==> src/rtl/paddle_controller_multi_pkg.sv <==
// ---------------------------------------------------------------------------
// paddle_controller_multi_pkg
// Shared types and default screen constants for the multi-paddle controller.
//   dir_t         : requested direction decoded from the synchronised buttons
//   axis_state_t  : per-paddle state machine states
//   decode_dir()  : plus/minus -> direction, simultaneous press cancels
// ---------------------------------------------------------------------------
package paddle_controller_multi_pkg;

  typedef enum logic [1:0] {
    DIR_NONE = 2'd0,
    DIR_UP   = 2'd1,
    DIR_DN   = 2'd2
  } dir_t;

  typedef enum logic [1:0] {
    ST_IDLE    = 2'd0,
    ST_HOLD_UP = 2'd1,
    ST_HOLD_DN = 2'd2
  } axis_state_t;

  localparam int SCREEN_H_DEF    = 480;
  localparam int Y_RESET_DEF     = 240;
  localparam int HALF_NORMAL_DEF = 50;
  localparam int HALF_SMALL_DEF  = 40;

  // Both or neither pressed means no movement; there is no priority.
  function automatic dir_t decode_dir(input logic plus, input logic minus);
    dir_t d;
    d = DIR_NONE;
    if (plus && !minus) begin
      d = DIR_UP;
    end else if (minus && !plus) begin
      d = DIR_DN;
    end
    return d;
  endfunction

endpackage

==> src/rtl/paddle_controller_multi_paddle_axis.sv <==
// ---------------------------------------------------------------------------
// paddle_axis
// One paddle: hold-to-accelerate state machine, step/hold counters and
// range clamp of the centre Y coordinate.
// Ports:
//   clk, rst   : clock, asynchronous active-high reset
//   tick       : movement strobe; the state machine only advances on it
//   size_sel   : 1 = small half-height, 0 = normal half-height (live)
//   dir        : synchronised requested direction
//   y          : registered paddle centre Y
// ---------------------------------------------------------------------------
module paddle_axis
  import paddle_controller_multi_pkg::*;
#(
  parameter int Y_W         = 11,
  parameter int SCREEN_H    = SCREEN_H_DEF,
  parameter int Y_RESET     = Y_RESET_DEF,
  parameter int HALF_NORMAL = HALF_NORMAL_DEF,
  parameter int HALF_SMALL  = HALF_SMALL_DEF,
  parameter int ACCEL_TICKS = 16,
  parameter int MAX_STEP    = 4
) (
  input  logic           clk,
  input  logic           rst,
  input  logic           tick,
  input  logic           size_sel,
  input  dir_t           dir,
  output logic [Y_W-1:0] y
);

  localparam int STEP_W = 4;
  localparam int HOLD_W = (ACCEL_TICKS > 1) ? $clog2(ACCEL_TICKS) : 1;

  localparam logic [Y_W:0]        SCREEN_H_X    = (Y_W+1)'(SCREEN_H);
  localparam logic [Y_W:0]        HALF_NORMAL_X = (Y_W+1)'(HALF_NORMAL);
  localparam logic [Y_W:0]        HALF_SMALL_X  = (Y_W+1)'(HALF_SMALL);
  localparam logic [Y_W-1:0]      Y_RESET_Y     = Y_W'(Y_RESET);
  localparam logic [STEP_W-1:0]   ONE_STEP      = STEP_W'(1);
  localparam logic [STEP_W-1:0]   MAX_STEP_S    = STEP_W'(MAX_STEP);
  localparam logic [HOLD_W-1:0]   HOLD_LAST     = HOLD_W'(ACCEL_TICKS - 1);

  axis_state_t         state_reg, state_next;
  logic [STEP_W-1:0]   step_reg, step_next, step_cur;
  logic [HOLD_W-1:0]   hold_reg, hold_next, hold_cur;
  logic [Y_W-1:0]      y_reg, y_next;
  logic [Y_W:0]        half, lo, hi, y_ext, step_ext, y_sum;
  logic                move_up, move_dn;

  always_comb begin
    half = size_sel ? HALF_SMALL_X : HALF_NORMAL_X;
    lo   = half;
    hi   = SCREEN_H_X - half;

    state_next = state_reg;
    step_next  = step_reg;
    hold_next  = hold_reg;
    step_cur   = step_reg;
    hold_cur   = hold_reg;
    move_up    = 1'b0;
    move_dn    = 1'b0;

    if (tick) begin
      case (dir)
        DIR_UP: begin
          // A fresh or reversed direction restarts from step 1.
          if (state_reg != ST_HOLD_UP) begin
            step_cur = ONE_STEP;
            hold_cur = '0;
          end
          state_next = ST_HOLD_UP;
          move_up    = 1'b1;
        end
        DIR_DN: begin
          if (state_reg != ST_HOLD_DN) begin
            step_cur = ONE_STEP;
            hold_cur = '0;
          end
          state_next = ST_HOLD_DN;
          move_dn    = 1'b1;
        end
        default: begin
          state_next = ST_IDLE;
          step_next  = ONE_STEP;
          hold_next  = '0;
        end
      endcase

      // Every moving tick, including the one that enters a HOLD state,
      // counts as a held tick; after ACCEL_TICKS of them the step grows.
      if (move_up || move_dn) begin
        if (hold_cur == HOLD_LAST) begin
          hold_next = '0;
          step_next = (step_cur >= MAX_STEP_S) ? MAX_STEP_S : step_cur + 1'b1;
        end else begin
          hold_next = hold_cur + 1'b1;
          step_next = step_cur;
        end
      end
    end

    // One extra bit of headroom so y + step can never wrap.
    y_ext    = {1'b0, y_reg};
    step_ext = (Y_W+1)'(step_cur);
    y_sum    = y_ext + step_ext;

    // Out-of-range (e.g. after a size change) wins over any tick move.
    y_next = y_reg;
    if (y_ext < lo) begin
      y_next = lo[Y_W-1:0];
    end else if (y_ext > hi) begin
      y_next = hi[Y_W-1:0];
    end else if (move_up) begin
      y_next = (y_sum > hi) ? hi[Y_W-1:0] : y_sum[Y_W-1:0];
    end else if (move_dn) begin
      y_next = (y_ext < lo + step_ext) ? lo[Y_W-1:0] : y_reg - Y_W'(step_cur);
    end
  end

  always_ff @(posedge clk or posedge rst) begin
    if (rst) begin
      state_reg <= ST_IDLE;
      step_reg  <= ONE_STEP;
      hold_reg  <= '0;
      y_reg     <= Y_RESET_Y;
    end else begin
      state_reg <= state_next;
      step_reg  <= step_next;
      hold_reg  <= hold_next;
      y_reg     <= y_next;
    end
  end

  assign y = y_reg;

endmodule

==> src/rtl/paddle_controller_multi.sv <==
// ---------------------------------------------------------------------------
// paddle_controller_multi
// Button-driven centre-Y controller for NUM_PADDLES independent paddles.
// Holds the shared movement tick divider and the button synchronisers;
// each paddle's motion lives in a paddle_axis instance.
// Ports:
//   clk, rst     : clock, asynchronous active-high reset
//   btn_plus_n   : active-low "increase Y" buttons (async), bit i = paddle i
//   btn_minus_n  : active-low "decrease Y" buttons (async)
//   size_sel     : per-paddle size, 1 = small, 0 = normal (synchronous)
//   paddle_y     : packed centre Y, paddle i at [i*Y_W +: Y_W]
//   moving       : paddle i has a valid (non-cancelled) direction held
//   tick         : one-cycle movement strobe
// ---------------------------------------------------------------------------
module paddle_controller_multi
  import paddle_controller_multi_pkg::*;
#(
  parameter int NUM_PADDLES = 2,
  parameter int Y_W         = 11,
  parameter int SCREEN_H    = SCREEN_H_DEF,
  parameter int Y_RESET     = Y_RESET_DEF,
  parameter int HALF_NORMAL = HALF_NORMAL_DEF,
  parameter int HALF_SMALL  = HALF_SMALL_DEF,
  parameter int TICK_DIV    = 131072,
  parameter int ACCEL_TICKS = 16,
  parameter int MAX_STEP    = 4
) (
  input  logic                       clk,
  input  logic                       rst,
  input  logic [NUM_PADDLES-1:0]     btn_plus_n,
  input  logic [NUM_PADDLES-1:0]     btn_minus_n,
  input  logic [NUM_PADDLES-1:0]     size_sel,
  output logic [NUM_PADDLES*Y_W-1:0] paddle_y,
  output logic [NUM_PADDLES-1:0]     moving,
  output logic                       tick
);

  localparam int              CNT_W    = $clog2(TICK_DIV);
  localparam logic [CNT_W-1:0] CNT_LAST = CNT_W'(TICK_DIV - 1);

  logic [CNT_W-1:0]       cnt_reg;
  logic [NUM_PADDLES-1:0] plus_meta_reg, plus_sync_reg;
  logic [NUM_PADDLES-1:0] minus_meta_reg, minus_sync_reg;

  always_ff @(posedge clk or posedge rst) begin
    if (rst) begin
      cnt_reg <= '0;
    end else begin
      cnt_reg <= (cnt_reg == CNT_LAST) ? '0 : cnt_reg + 1'b1;
    end
  end

  assign tick = (cnt_reg == CNT_LAST);

  // Buttons are kept active-low through the synchroniser so that reset
  // (all ones) reads as "released".
  always_ff @(posedge clk or posedge rst) begin
    if (rst) begin
      plus_meta_reg  <= '1;
      plus_sync_reg  <= '1;
      minus_meta_reg <= '1;
      minus_sync_reg <= '1;
    end else begin
      plus_meta_reg  <= btn_plus_n;
      plus_sync_reg  <= plus_meta_reg;
      minus_meta_reg <= btn_minus_n;
      minus_sync_reg <= minus_meta_reg;
    end
  end

  genvar gi;
  generate
    for (gi = 0; gi < NUM_PADDLES; gi++) begin : g_paddle
      dir_t dir;

      assign dir        = decode_dir(~plus_sync_reg[gi], ~minus_sync_reg[gi]);
      assign moving[gi] = (dir != DIR_NONE);

      paddle_axis #(
        .Y_W         (Y_W),
        .SCREEN_H    (SCREEN_H),
        .Y_RESET     (Y_RESET),
        .HALF_NORMAL (HALF_NORMAL),
        .HALF_SMALL  (HALF_SMALL),
        .ACCEL_TICKS (ACCEL_TICKS),
        .MAX_STEP    (MAX_STEP)
      ) u_axis (
        .clk      (clk),
        .rst      (rst),
        .tick     (tick),
        .size_sel (size_sel[gi]),
        .dir      (dir),
        .y        (paddle_y[gi*Y_W +: Y_W])
      );
    end
  endgenerate

endmodule

==> config.mk <==
export PLATFORM = sky130hd
export DESIGN_NAME = paddle_controller_multi
export DESIGN_NICKNAME = d
export VERILOG_FILES = /design/src/rtl/paddle_controller_multi_pkg.sv /design/src/rtl/paddle_controller_multi_paddle_axis.sv /design/src/rtl/paddle_controller_multi.sv
export SDC_FILE = /design/constraint.sdc
export NUM_CORES = 1
export LEC_CHECK = 0
export ABC_AREA = 0
export CELL_PAD_IN_SITES_DETAIL_PLACEMENT = 1
export CELL_PAD_IN_SITES_GLOBAL_PLACEMENT = 1
export CORE_AREA = 2 2 159 130
export DETAILED_ROUTE_END_ITERATION = 10
export DIE_AREA = 0 0 161 132
export PLACE_DENSITY_LB_ADDON = 0.1
export SLEW_MARGIN = 20
export SYNTH_ARGS = -nofsm -noshare
export SYNTH_HDL_FRONTEND = slang
export SYNTH_SLANG_ARGS = --single-unit
==> constraint.sdc <==
create_clock -name clk -period 5.3 [get_ports clk]
set_input_delay 1.06 -clock clk [delete_from_list [all_inputs] [get_ports clk]]
set_output_delay 1.06 -clock clk [all_outputs]
set_load 0.01 [all_outputs]
Word level (Yosys, flattened, before mapping)
Cells that the tools add are included.

Flip-flop bits (word level): 67.

Order comparisons: 10. Add/sub/neg operators: 13. Reductions and logical operators: 14. Eq/ne operators: 13. Mux-type cells: 65. Bitwise gates (word level): 4.

Operator list (number): $mux 11 (12); $mux 4 (28); $lt 11x12->1 (4); $pmux 4 s2 (4); $add 11x4->12 (2); $add 12x4->12 (2); $gt 11x12->1 (2); $gt 12x12->1 (2); $sub 9x12->12 const A (2); $sub 11x4->11 (2); $add 17x1->17 const B (1); $eq 17x17->1 const B (1); $mux 17 (1); $add 4x1->4 const B (4); $mux 1 (12); $mux 5 (2); $eq 4x4->1 const B (2); $ge 4x3->1 const B (2); $mux 2 (4); $ne 2x1->1 const B (4); $pmux 2 s2 (2); $reduce_bool 4->1 (2); $eq 2x1->1 const B (2); $eq 2x2->1 const B (2); 7 further kinds (18).

Longest topological paths before layout
Depth in word-level cells: 15. Depth in mapped cells: 23. Depth with buffers taken out: 21.

Modules after synthesis
From an unflattened synthesis, not the netlist that was laid out.

Cells, all modules: 722. Area, all modules: 6029.5 um2.

Modules (own cells, without submodules): paddle_axis (area each 2469.9 um2, sequential area each 531.8 um2, cells each 314, times used 2); paddle_controller_multi (area each 1089.8 um2, sequential area each 635.6 um2, cells each 94, times used 1).

Worst setup path after synthesis
OpenSTA, ideal clock, no wires.

Path kind: register to register. From: register cnt_reg[3]. To: register g_paddle[1].u_axis.y_reg[2]. Slack: 0.263 ns. Stages on the path, launching flop included: 23. Library setup time: 0.067 ns. Buffers on the path: 2. Arrival: 4.970 ns. Required time: 5.233 ns. Path through: dfrtp_1 > and4_1 > and3_1 > and4_1 > nand4_1 > nor2_1 > ha_1 > clkbuf_1 > buf_1 > mux2_2 > ha_1 > inv_1 > fa_1 > nand2b_1 > a21oi_1 > nor2_1 > ha_1 > inv_1 > o41a_1 > o31ai_2 > a211oi_2 > o311ai_2 > o221a_1.

Longest elaborated chain between the ends: 9. Elaborated cells on any way between the ends: 16.

Ends and longest elaborated chain: from (decl) (RTL line paddle_controller_multi.sv:41) `logic [CNT_W-1:0] cnt_reg;`; from (signal assigned) (RTL line paddle_controller_multi.sv:49) `cnt_reg <= (cnt_reg == CNT_LAST) ? '0 : cnt_reg + 1'b1;`; $eq 17x17->1 * (RTL line paddle_controller_multi.sv:53) `assign tick = (cnt_reg == CNT_LAST);`; via tick (RTL line paddle_controller_multi.sv:35) `output logic tick`; $mux 4 (RTL line paddle_controller_multi_paddle_axis.sv:62) `if (tick) begin`; $add 12x4->12 (RTL line paddle_controller_multi_paddle_axis.sv:115) `y_next = (y_ext < lo + step_ext) ? lo[Y_W-1:0] : y_reg - Y_W'(step_cur);`; $lt 11x12->1 (RTL line paddle_controller_multi_paddle_axis.sv:115); $mux 11 (RTL line paddle_controller_multi_paddle_axis.sv:115); $mux 11 (RTL line paddle_controller_multi_paddle_axis.sv:114) `end else if (move_dn) begin`; $mux 11 (RTL line paddle_controller_multi_paddle_axis.sv:112) `end else if (move_up) begin`; $mux 11 (RTL line paddle_controller_multi_paddle_axis.sv:110) `end else if (y_ext > hi) begin`; $mux 11 (RTL line paddle_controller_multi_paddle_axis.sv:108) `if (y_ext < lo) begin`; to (signal assigned) (RTL line paddle_controller_multi_paddle_axis.sv:129) `y_reg <= y_next;`; to (decl) (RTL line paddle_controller_multi_paddle_axis.sv:45) `logic [Y_W-1:0] y_reg, y_next;`.

The timed path passes the listed nets; every way through them passes the cells marked *. The select of a mux whose other input is x is not followed. A chain may end at the register's enable or synchronous reset.

Worst setup path in the final report
From: register cnt_reg[3]. To: register g_paddle[1].u_axis.y_reg[2].

Longest elaborated chain between the ends: 9. Elaborated cells on any way between the ends: 16.

Ends and longest elaborated chain (RTL line): $eq 17x17->1 * (paddle_controller_multi.sv:53); $mux 4 (paddle_controller_multi_paddle_axis.sv:62); $add 12x4->12 (paddle_controller_multi_paddle_axis.sv:115); $lt 11x12->1 (paddle_controller_multi_paddle_axis.sv:115); $mux 11 (paddle_controller_multi_paddle_axis.sv:115); $mux 11 (paddle_controller_multi_paddle_axis.sv:114); $mux 11 (paddle_controller_multi_paddle_axis.sv:112); $mux 11 (paddle_controller_multi_paddle_axis.sv:110); $mux 11 (paddle_controller_multi_paddle_axis.sv:108).

Mark *: on every way between the ends. The rest lies on a longest branch, timed or not. The select of a mux whose other input is x is not followed.

==> impl_metrics.yaml <==
run_status:
  status: "complete, no violations"
detailed_routing:
  drt-met1-wl_mm: 9.49
  viasPerCell: 5.33
  wl_met2_mm: 8.14
  top_layer_used: "met4"
  wire_per_inst_um: 19.0
  detail-route-antenna-nets: 0
  drt_iter0_markers: 284
  drc: 0
  vias: 5172
  wl_met3_um: 645
  firstDrtPassIters: 4
  wl_mm: 18.5
yosys:
  ys_seq_area_share_pct: 29.2
  synth_enable_flop_cells: 0
  synthMuxAreaShare_pct: 1.65
  synthXorXnorAreaFrac_pct: 4.81
  ys.flop_type: "dfrtp_1"
  netlist_area_um2: 5830
  synthAdderAreaFrac_pct: 16.0
  yosysUniqueCellTypes: 84
  synth_top_family_by_area: "compound AO/OA/AOI/OAI gates"
  synth-simple-area-share_pct: 20.4
  synth_area_per_cell_um2: 8.68
  ys_ff_latch: 67
  yosysWarnings: 0
  netlist_instances: 671
  async_flop_share_pct: 100
  synth_compound_area_share_pct: 22.4
timing:
  tightest_slew_ns: 0.786
  finalSetupTns_ns: 0
  finalSetupViolations: 0
  min_period_ns: 4.86
  skew_ns: 0.00726
  rsz0062_at_grt: "false"
  hold_violations: 0
  max_freq_ghz: 0.206
  relSlewSlack_pct: 47.2
  fin_crit_sh_pct: 91.6
  report.final.slew_viol_count: 0
final_layout:
  syn_to_final_growth_pct: 17.2
  mostFrequentLayoutCells: "67 x ha_1, 57 x nor2_1, 54 x inv_1, 49 x dfrtp_1, 42 x nand2_1"
  fin_nets: 782
  layout_commonest_cell: "ha_1"
  diodes: 0
  final_area_um2: 6830
  num-fill-cells: 2303
  multi_input_area_um2: 3840
  utilization_pct: 34.9
  largest_reg_flops: 22
  area.sequential_um2: 1700
  drive_above_1_share_pct: 11.3
die:
  pin_count: 33
  initial_core_util_pct: 29.8
  chipWidth_um: 161
  core_area_um2: 19600
  rows: 46
  dieArea_um2: 21300
  die-height_um: 132
critical_path:
  r2r_cells: 19
  crit_type: "flop to flop"
  cp-end-kind: "flop"
  critical_path_arrival_ns: 5.13
  r2r_setup_slack_ns: 0.44
  critPathMaxFanout: 9
  cp.required_ns: 5.57
  crit_path_start_kind: "flop"
clock_tree:
  htree_levels: 3
  ctsHoldBuffers: 0
  cts.sinks: 67
  cts_tree: "yes"
  cts_buffers: 9
  clk_latency_ns: 0.34
  cts_root_buf: "clkbuf_16"
  clk_pin_slew_ns: 0.06
  cts_setup_buffers: 0
  clk_path_buf_depth: 2
placed_design:
  dp.final_hpwl_mm: 14.0
  globalplace.congestion: 0.840
  port-buffer-count: 32
  place_area_um2: 6480
global_route:
  grt_max_degree: 38
  grt_overflow_total: 0
  grt_pass1_wl_mm: 30.3
  grt_pass1_vias: 5512
  grtUsageTotal_pct: 17.9
  antenna_found_initial: 0
min_path:
  hold_path_class: "flop to flop"
  hold_depth: 0
power:
  totalPowerFinal_mw: 1.55
  power.density_nw_per_um2: 227
  vdd_ir_drop_max_mv: 0.144
  p_leak_nw: 2.91
run:
  cap_violations: 0
==> power breakdown <==
group / switching, mW / internal (mW)
clock: 0.243 / 0.428
sequential: 0.0345 / 0.530
combinational: 0.179 / 0.135
total: 0.456 / 1.09
==> cell type report <==
type	instances	share of cell area (%)
Clock inverter	5	1.25
Sequential cell	67	24.9
Multi-Input combinational cell	523	56.2
Clock buffer	11	3.56
Timing Repair Buffer	46	6.23
Tap cell	264	4.84
Inverter	55	3.02
==> final timing paths <==
kind	start	endpoint
max	cnt_reg[3]$_DFF_PP0_	g_paddle[1].u_axis.y[2]$_DFFE_PP0P_
min	minus_meta_reg[1]$_DFF_PP1_	minus_sync_reg[1]$_DFF_PP1_
max reg2reg	cnt_reg[3]$_DFF_PP0_	g_paddle[1].u_axis.y[2]$_DFFE_PP0P_
min reg2reg	minus_meta_reg[1]$_DFF_PP1_	minus_sync_reg[1]$_DFF_PP1_
max in group asynchronous	rst	g_paddle[1].u_axis.y[7]$_DFFE_PP1P_
min in group asynchronous	rst	g_paddle[0].u_axis.y[9]$_DFFE_PP0P_
==> critical path, cell delays in order, from the launching register on <==
cell,delay (ns)
dfrtp_1,0.42
and4_1,0.26
and3_1,0.23
and4_1,0.21
nand4_1,0.09
nor2_2,0.06
ha_4,0.18
a21oi_1,0.39
inv_1,0.20
fa_1,0.46
nand2b_1,0.21
a21oi_1,0.21
nor2_1,0.10
ha_1,0.27
inv_1,0.04
o41a_1,0.42
o31ai_2,0.25
a211oi_2,0.16
o311ai_2,0.35
o221a_1,0.25
==> synthesized netlist by cell type (11+ instances only) <==
library cell | instances | area (µm²)
a21oi_1 | 40 | 200
and2_1 | 12 | 75.1
clkbuf_1 | 24 | 90.1
dfrtp_1 | 49 | 1230
dfstp_2 | 18 | 473
ha_1 | 68 | 851
inv_1 | 55 | 206
nand2_1 | 42 | 158
nand2b_1 | 11 | 68.8
nand3_1 | 23 | 115
nor2_1 | 58 | 218
nor3_1 | 17 | 85.1
o211ai_1 | 11 | 82.6
o21ai_0 | 18 | 90.1
or2_2 | 11 | 68.8
xnor2_1 | 14 | 123
xor2_1 | 18 | 158
==> through the flow <==
step	setup WS [ns]	std cells	hold slack, ns
after floorplan	0.263	674	0.345
after global placement	0.525	955	0.346
after detailed placement	0.317	955	0.348
after CTS	0.259	971	0.358
after global routing	0.0537	971	0.359
final	0.443	971	0.357
==> repair_timing <==
item | CTS | global route
resized for setup | 0 | 4
endpoints found under the setup margin | 0 | 8
endpoints found under the hold margin | 0 | 0
==> logic make-up after synthesis <==
logic type                 count (synthesis)
AOI/OAI and AO/OA                        178
xor gates and xnor gates                  32
adders and majority gates                 72
buffers and inverters                     84
DFF                                       67
muxes                                      9
other                                      1
and+or+nand+nor                          228
==> routing by layer <==
metal	global-route usage [%]	up-vias
met3	2.96	15
met1	26.4	2611
met2	27.4	70
met4	3.97	0
li1	-	2476
met5	0	-
(Power assumes the default switching activity.)
